File: src/rtl/wb_axis_in_fifo.sv
// Wishbone slave to AXI-Stream input stage: buffers X[n] samples in a small
// show-ahead FIFO and raises ss_tlast on the data_length-th beat.
module wb_axis_in_fifo #(
  parameter int pDATA_WIDTH = 32,
  parameter int FIFO_DEPTH  = 4
) (
  input  logic                   wb_clk_i,
  input  logic                   wb_rst_i,
  input  logic                   wbs_stb_i,
  input  logic                   wbs_cyc_i,
  input  logic                   wbs_we_i,
  input  logic [3:0]             wbs_sel_i,
  input  logic [31:0]            wbs_dat_i,
  input  logic [31:0]            wbs_adr_i,
  output logic                   wbs_ack_o,
  output logic [31:0]            wbs_dat_o,
  output logic                   ss_tvalid,
  output logic [pDATA_WIDTH-1:0] ss_tdata,
  output logic                   ss_tlast,
  input  logic                   ss_tready
);
  localparam int AW = $clog2(FIFO_DEPTH);

  logic [FIFO_DEPTH-1:0][pDATA_WIDTH-1:0] r_mem;
  logic [AW:0]   r_wr_ptr, r_rd_ptr;
  logic [31:0]   r_len, r_pushed, r_sent, r_dat;
  logic          r_done, r_ovf, r_ack;

  logic          w_empty, w_full, w_req, w_x_wr, w_len_wr, w_room;
  logic          w_stall, w_acc, w_push, w_drop, w_pop, w_last;
  logic [AW:0]   w_count;
  logic [7:0]    w_adr;
  logic [31:0]   w_status, w_rdata, w_len_next;
  logic          w_unused;

  assign w_unused = ^wbs_adr_i[31:8];

  assign w_empty  = (r_wr_ptr == r_rd_ptr);
  assign w_full   = (r_wr_ptr[AW] != r_rd_ptr[AW]) &&
                    (r_wr_ptr[AW-1:0] == r_rd_ptr[AW-1:0]);
  assign w_count  = r_wr_ptr - r_rd_ptr;

  assign w_adr    = wbs_adr_i[7:0];
  assign w_req    = wbs_stb_i & wbs_cyc_i & ~r_ack;
  assign w_x_wr   = wbs_we_i & (w_adr == 8'h80);
  assign w_len_wr = wbs_we_i & (w_adr == 8'h10);
  assign w_room   = (r_pushed < r_len);
  // Only a sample write that would actually be stored waits for space;
  // excess writes are acked and dropped even when the FIFO is full.
  assign w_stall  = w_req & w_x_wr & w_full & w_room;
  assign w_acc    = w_req & ~w_stall;
  assign w_push   = w_acc & w_x_wr & w_room;
  assign w_drop   = w_acc & w_x_wr & ~w_room;

  assign w_pop    = ~w_empty & ss_tready;
  assign w_last   = ~w_empty & (r_sent == r_len - 32'd1);

  assign ss_tvalid = ~w_empty;
  assign ss_tdata  = r_mem[r_rd_ptr[AW-1:0]];
  assign ss_tlast  = w_last;
  assign wbs_ack_o = r_ack;
  assign wbs_dat_o = r_dat;

  assign w_status = {16'h0, 8'(w_count), 4'h0, r_ovf, r_done, w_full, w_empty};

  always_comb begin
    w_rdata = '0;
    if (!wbs_we_i) begin
      case (w_adr)
        8'h10:   w_rdata = r_len;
        8'h88:   w_rdata = w_status;
        default: w_rdata = '0;
      endcase
    end
  end

  always_comb begin
    w_len_next = r_len;
    for (int b = 0; b < 4; b++)
      if (wbs_sel_i[b]) w_len_next[8*b +: 8] = wbs_dat_i[8*b +: 8];
  end

  always_ff @(posedge wb_clk_i) begin
    if (w_push) r_mem[r_wr_ptr[AW-1:0]] <= wbs_dat_i[pDATA_WIDTH-1:0];
  end

  always_ff @(posedge wb_clk_i) begin
    if (wb_rst_i) begin
      r_ack    <= 1'b0;
      r_dat    <= '0;
      r_wr_ptr <= '0;
      r_rd_ptr <= '0;
      r_len    <= '0;
      r_pushed <= '0;
      r_sent   <= '0;
      r_done   <= 1'b0;
      r_ovf    <= 1'b0;
    end else begin
      r_ack <= w_acc;
      r_dat <= w_acc ? w_rdata : '0;
      if (w_push) r_wr_ptr <= r_wr_ptr + 1'b1;
      if (w_pop)  r_rd_ptr <= r_rd_ptr + 1'b1;
      // A new data_length starts a fresh set; buffered samples still drain.
      if (w_acc & w_len_wr) begin
        r_len    <= w_len_next;
        r_pushed <= '0;
        r_sent   <= '0;
        r_done   <= 1'b0;
        r_ovf    <= 1'b0;
      end else begin
        if (w_push)          r_pushed <= r_pushed + 32'd1;
        if (w_pop)           r_sent   <= r_sent + 32'd1;
        if (w_pop & w_last)  r_done   <= 1'b1;
        if (w_drop)          r_ovf    <= 1'b1;
      end
    end
  end
endmodule

File: config.mk
export PLATFORM = sky130hd
export DESIGN_NAME = wb_axis_in_fifo
export DESIGN_NICKNAME = d
export VERILOG_FILES = /design/src/rtl/wb_axis_in_fifo.sv
export SDC_FILE = /design/constraint.sdc
export NUM_CORES = 1
export LEC_CHECK = 0
export ABC_AREA = 1
export BUFFER_PORTS_ARGS = -buffer_cell sky130_fd_sc_hd__buf_2
export CAP_MARGIN = 20
export CORE_ASPECT_RATIO = 0.5
export CORE_MARGIN = 10
export CORE_UTILIZATION = 30
export CTS_CLUSTER_DIAMETER = 120
export DETAILED_ROUTE_END_ITERATION = 7
export PLACE_DENSITY = 0.45
export SYNTH_ARGS = -nofsm -noshare
export SYNTH_HDL_FRONTEND = slang
export SYNTH_SLANG_ARGS = --single-unit
File: constraint.sdc
create_clock -name wb_clk_i -period 3.9 [get_ports wb_clk_i]
set_input_delay 0.78 -clock wb_clk_i [delete_from_list [all_inputs] [get_ports wb_clk_i]]
set_output_delay 0.78 -clock wb_clk_i [all_outputs]
set_load 0.005 [all_outputs]
# Yosys cells after proc, flatten, opt, wreduce, memory -nomap -nowiden
# Index checks and enable logic that the tools add are counted.
[op_classes]
addsub = 6
order_cmp = 4
n_eq_ne = 7
n_mux = 6
n_bitwise = 20
n_reduce_logical = 8
[ops]
columns = ["operator", "count"]
rows = [
  ["bitwise mux 128 bit", 1],
  ["adder 32 x 1 -> 32 bit (second input constant)", 2],
  ["binary-select mux 32 bit (select 2 bit)", 1],
  ["demux 32 bit (select 2 bit)", 1],
  ["2-to-1 mux 32 bit", 2],
  ["one-hot mux 32 bit (2 select lines)", 1],
  ["== test 32 bit", 1],
  ["less-than comparator 32 bit", 1],
  ["subtractor 32 x 1 -> 32 bit (second input constant)", 1],
  ["== test 8 bit (second input constant)", 2],
  ["AND 1 bit", 15],
  ["== test 8 x 5 -> 1 bit (second input constant)", 1],
  ["AND reduction 2 bit", 4],
  ["adder 3 x 1 -> 3 bit (second input constant)", 2],
  ["less-than comparator 2 x 3 -> 1 bit (second input constant)", 2],
  ["NOT 1 bit", 5],
  ["== test 3 bit", 1],
  ["OR reduction 3 bit", 1],
  ["subtractor 3 bit", 1],
  ["== test 2 bit", 1],
  [">= comparator 2 x 1 -> 1 bit (second input constant)", 1],
  ["logical AND 1 bit", 2],
  ["OR reduction 2 bit", 1],
  ["inequality test 1 bit", 1],
]
[word_totals]
ff_bits = 265
output_inout_bits = 67
word_cells = 67

# Depth between registers and ports, before layout
[depth]
depth_word = 9
mapped_depth = 17
depth_no_buf = 17

# Worst setup path before layout
# Ideal clock, no wire load.
[synth_path]
path_kind = "input -> register"
from = "input wbs_adr_i[4]"
to = "register r_mem[100] in the netlist's numbering (enable)"
setup_ps = 424
arrival_time_ps = 3152
required_ps = 3476
path_slack_ps = 324
path_stages = 7
n_path_buf = 0
cell_sequence = "inv_1 -> nand2_1 -> nor3_1 -> nand4_1 -> nor2_1 -> nand3_1 -> nor2_1"
[synth_between]
elab_chain_len = 9
[synth_lines]
columns = ["element", "line_no", "text"]
rows = [
  ["from (decl)", "14", "input logic [31:0] wbs_adr_i,"],
  ["== test 8 bit *", "45", "assign w_x_wr = wbs_we_i & (w_adr == 8'h80);"],
  ["AND 1 bit *", "45", ""],
  ["AND 1 bit (3 in a row)", "50", "assign w_stall = w_req & w_x_wr & w_full & w_room;"],
  ["NOT 1 bit", "51", "assign w_acc = w_req & ~w_stall;"],
  ["AND 1 bit", "51", ""],
  ["AND 1 bit * (2 in a row)", "52", "assign w_push = w_acc & w_x_wr & w_room;"],
  ["to (signal, indexed assignment)", "84", "if (w_push) r_mem[r_wr_ptr[AW-1:0]] <= wbs_dat_i[pDATA_WIDTH-1:0];"],
  ["to (decl)", "24", "logic [FIFO_DEPTH-1:0][pDATA_WIDTH-1:0] r_mem;"],
]
# Every way passes the cells marked *; elsewhere a longest branch is shown, timed or not.
# A chain may end at the register's enable or synchronous reset.

# Worst setup path in the final report
[layout_path]
from = "register r_len[0]"
to = "output ss_tlast"
[layout_between]
elab_chain_len = 3
[layout_lines]
columns = ["element", "line_no", "text"]
rows = [
  ["from (decl)", "26", "logic [31:0] r_len, r_pushed, r_sent, r_dat;"],
  ["from (signal assigned)", "105", "r_len <= w_len_next;"],
  ["subtractor 32 x 1 -> 32 bit", "56", "assign w_last = ~w_empty & (r_sent == r_len - 32'd1);"],
  ["== test 32 bit", "56", ""],
  ["AND 1 bit", "56", ""],
  ["to (decl)", "19", "output logic ss_tlast,"],
]
# No other way between the ends.

==> metrics.cfg <==
[floorplan]
start_util=0.3073
ioPinCount=141
die_h_um=167.4
core_area_mm2=0.04244
rows=53
dieArea_mm2=0.05272
die_x_um=314.9

[grt]
grt.overflow.total=0
grt_max_degree=67
grt_pass1_vias=10080
grt_pass1_wl_mm=60.76
antenna_found_initial=0
grtUsageTotal=0.1469

[clock_network]
numCtsBuffers=27
postCtsHoldBufs=0
cts_root_buf=clkbuf_16
clkLatencyLatePin_ps=570
clockBufferDepth=3
cts_num_sinks=265
path_clk_slew_ps=70
htreeDepth=1
cts_tree=done

[logic_synthesis]
synth_seq_cells=265
synth_top_area_share=0.2947
synth_cell_type_count=50
syn_inst=1558
synth_fp_nets=1674
synth_edf_count=128
ys.flop_type=dfxtp_1
synthTopCellsByArea=edfxtp_1 29%, dfxtp_1 21%, nor2_1 9.7%
yosysTopAreaCell=edfxtp_1
syn_area_mm2=0.01304
syn_avg_cell_area_um2=8.371
synth_warnings=0
async_flop_share=0
ys_seq_area_frac=0.5050

[sta]
layout_min_cycle_time_ps=3585
rsz0062_at_grt=no
fin_crit_sh=0.9192
worst_pin_slew_ps=791.2
setup_viol_count_final=0
finalSetupTns_ps=0
report.final.hold_viol_count=0
skew_ps=10.64
relSlewSlack=0.4710
drv_slew=0
max_freq_mhz=278.9
final.setup.worst_slack_ps=315.0

[hold_path]
hold_class=in -> reg

[critical_path]
worstSetupPathType=reg -> out
endpoint_kind=output pin
crit_fanout=5
crit_required_ps=3120
startpoint_type=register
worstPathArrival_ps=2800

[placement]
dp_hpwl_mm=29.41
dp_slack_ps=688.9
gp_congestion=0.8858
port_buffers=116

[flow_run]
drv_cap=0

[routing]
num_vias=10570
drc_errors=0
drtPass1Iterations=6
via_per_inst=4.641
dr.first_iter.drc_count=656
detail-route-antenna-nets=0
wire_per_inst_um=17.39
wl_mm=39.62

[finish]
area_growth_pct=17.44
antenna_cells=0
final-seq-area_mm2=0.006588
drive_gt1_frac=0.1423
fin_nets=1796
fill_cells=4539
multiInputGateArea_mm2=0.005754

[power]
irDropWorstVdd_v=0.0003380
leakagePower_uw=0.006304
power_density_mw_per_mm2=392.2

[status]
outcome=finished, final reports clean

[sequential cells by signal, indices dropped and copies added (netlist names)]
name / flops
r_done: 1
r_wr_ptr: 3
r_len: 32
r_mem: 128
r_pushed: 32
wbs_ack_o: 1
r_sent: 32
wbs_dat_o: 32
r_ovf: 1
r_rd_ptr: 3
[metal layers]
layer	vias up	routed length (um)	track usage	part of all wire
met1	4978	19780	0.2135	0.50
met2	167	17500	0.2285	0.44
met4	0	703	0.02854	0.018
met5	-	0	0	0
met3	41	1630	0.02028	0.041
li1	5386	-	-	-
[Yosys cell counts (28+ instances only)]
cell type / n
o22ai_1: 36
o21ai_0: 83
clkbuf_1: 28
nor3_1: 29
ha_1: 41
edfxtp_1: 128
nor2_1: 338
a21oi_1: 40
xor2_1: 50
inv_1: 125
dfxtp_1: 137
nand3_1: 56
nand4_1: 39
nand2_1: 306
[stage by stage]
stage               hold WS [ps]  cell area [um2]  instances  power (uW)  utilization
CTS                        407.9            15280       2275        6094       0.3600
global route               412.3            15320       2278        6224       0.3609
detailed placement         456.4            14320       2225        3249       0.3374
global placement           445.0            14320       2225        3249       0.3374
floorplan                  436.3            13040       1558        3107            -
finish                     438.5            15320       2278        6007       0.3609
[layout make-up]
| class | instances | area share |
|---|---|---|
| Timing Repair Buffer | 138 | 0.05277 |
| Clock buffer | 33 | 0.04967 |
| Tap cell | 577 | 0.04713 |
| Inverter | 129 | 0.03169 |
| Sequential cell | 265 | 0.4301 |
| Multi-Input combinational cell | 1119 | 0.3757 |
| Clock inverter | 17 | 0.01299 |
[critical path: stages (launching register included)]
cell and delay, ps:
dfxtp_1 350, inv_2 130, ha_2 230, nand2_2 100, nor2_4 150, buf_12 120
nand2_1 80, xnor2_1 280, nand2_1 90, nor2_1 110, nand2_1 50, nor2_1 140
nand4_1 120, nor2_1 140, buf_2 140
[report_power, final]
part | leakage (uW) | internal [uW] | total, uW | switching [uW]
clock network | 0.000478 | 1660 | 2830 | 1170
logic | 0.00357 | 85.4 | 262 | 176
registers | 0.00225 | 2910 | 2920 | 3.25
[cell usage in the layout (no fill, tap or decap), types with 2 or more instances in the layout]
| cell type | Yosys | routed |
|---|---|---|
| nand2_1 | 306 | 306 |
| o22ai_1 | 36 | 36 |
| o21ai_0 | 83 | 83 |
| clkinv_2 | 1 | 8 |
| nand3_2 | 4 | 4 |
| buf_4 | 4 | 17 |
| nor3b_1 | 5 | 5 |
| nand2_4 | 2 | 2 |
| a21oi_1 | 40 | 40 |
| nand3_1 | 56 | 56 |
| xor2_1 | 50 | 50 |
| o21ai_1 | 4 | 4 |
| nor2_2 | 18 | 18 |
| buf_12 | 0 | 5 |
| nor2_4 | 5 | 9 |
| clkbuf_16 | 0 | 29 |
| nand3b_1 | 5 | 5 |
| buf_2 | 3 | 116 |
| and3_1 | 3 | 3 |
| clkinv_1 | 1 | 5 |
| clkbuf_8 | 0 | 2 |
| nand4_1 | 39 | 39 |
| nor4_1 | 7 | 7 |
| nor3_2 | 2 | 2 |
| a22oi_1 | 2 | 2 |
| nor3_1 | 29 | 29 |
| bufinv_16 | 0 | 4 |
| nand2_2 | 7 | 7 |
| edfxtp_1 | 128 | 128 |
| nor2_1 | 338 | 334 |
| dfxtp_1 | 137 | 136 |
| or2_2 | 4 | 4 |
| ha_1 | 41 | 40 |
| clkbuf_1 | 28 | 2 |
| inv_2 | 2 | 4 |
| o21a_1 | 3 | 3 |
| xnor2_1 | 17 | 17 |
| inv_1 | 125 | 123 |
[cells by family after synthesis]
group | synth area share
simple gates | 0.2777
flops | 0.5050
compound gates | 0.07339
buf+inv | 0.05631
xor+xnor | 0.04672
fa+ha+maj | 0.04087
[path summary, 6_finish.rpt]
kind / startpoint / to / slack [ps] / cells after the start
setup / recovery: r_len[0] / ss_tlast / 320 / 14
hold / removal: wbs_dat_i[22] / r_mem[22] / 440 / 1
setup reg to reg: r_len[20] / r_pushed[26] / 800 / 11
hold reg to reg: r_len[30] / wbs_dat_o[30] / 450 / 2
[timing repair]
item | in CTS | in global routing
buffers inserted | 0 | 3
setup endpoints to repair | 0 | 1
hold endpoints to repair | 0 | 0
gates resized for setup | 0 | 2
(Power assumes the default switching activity.)
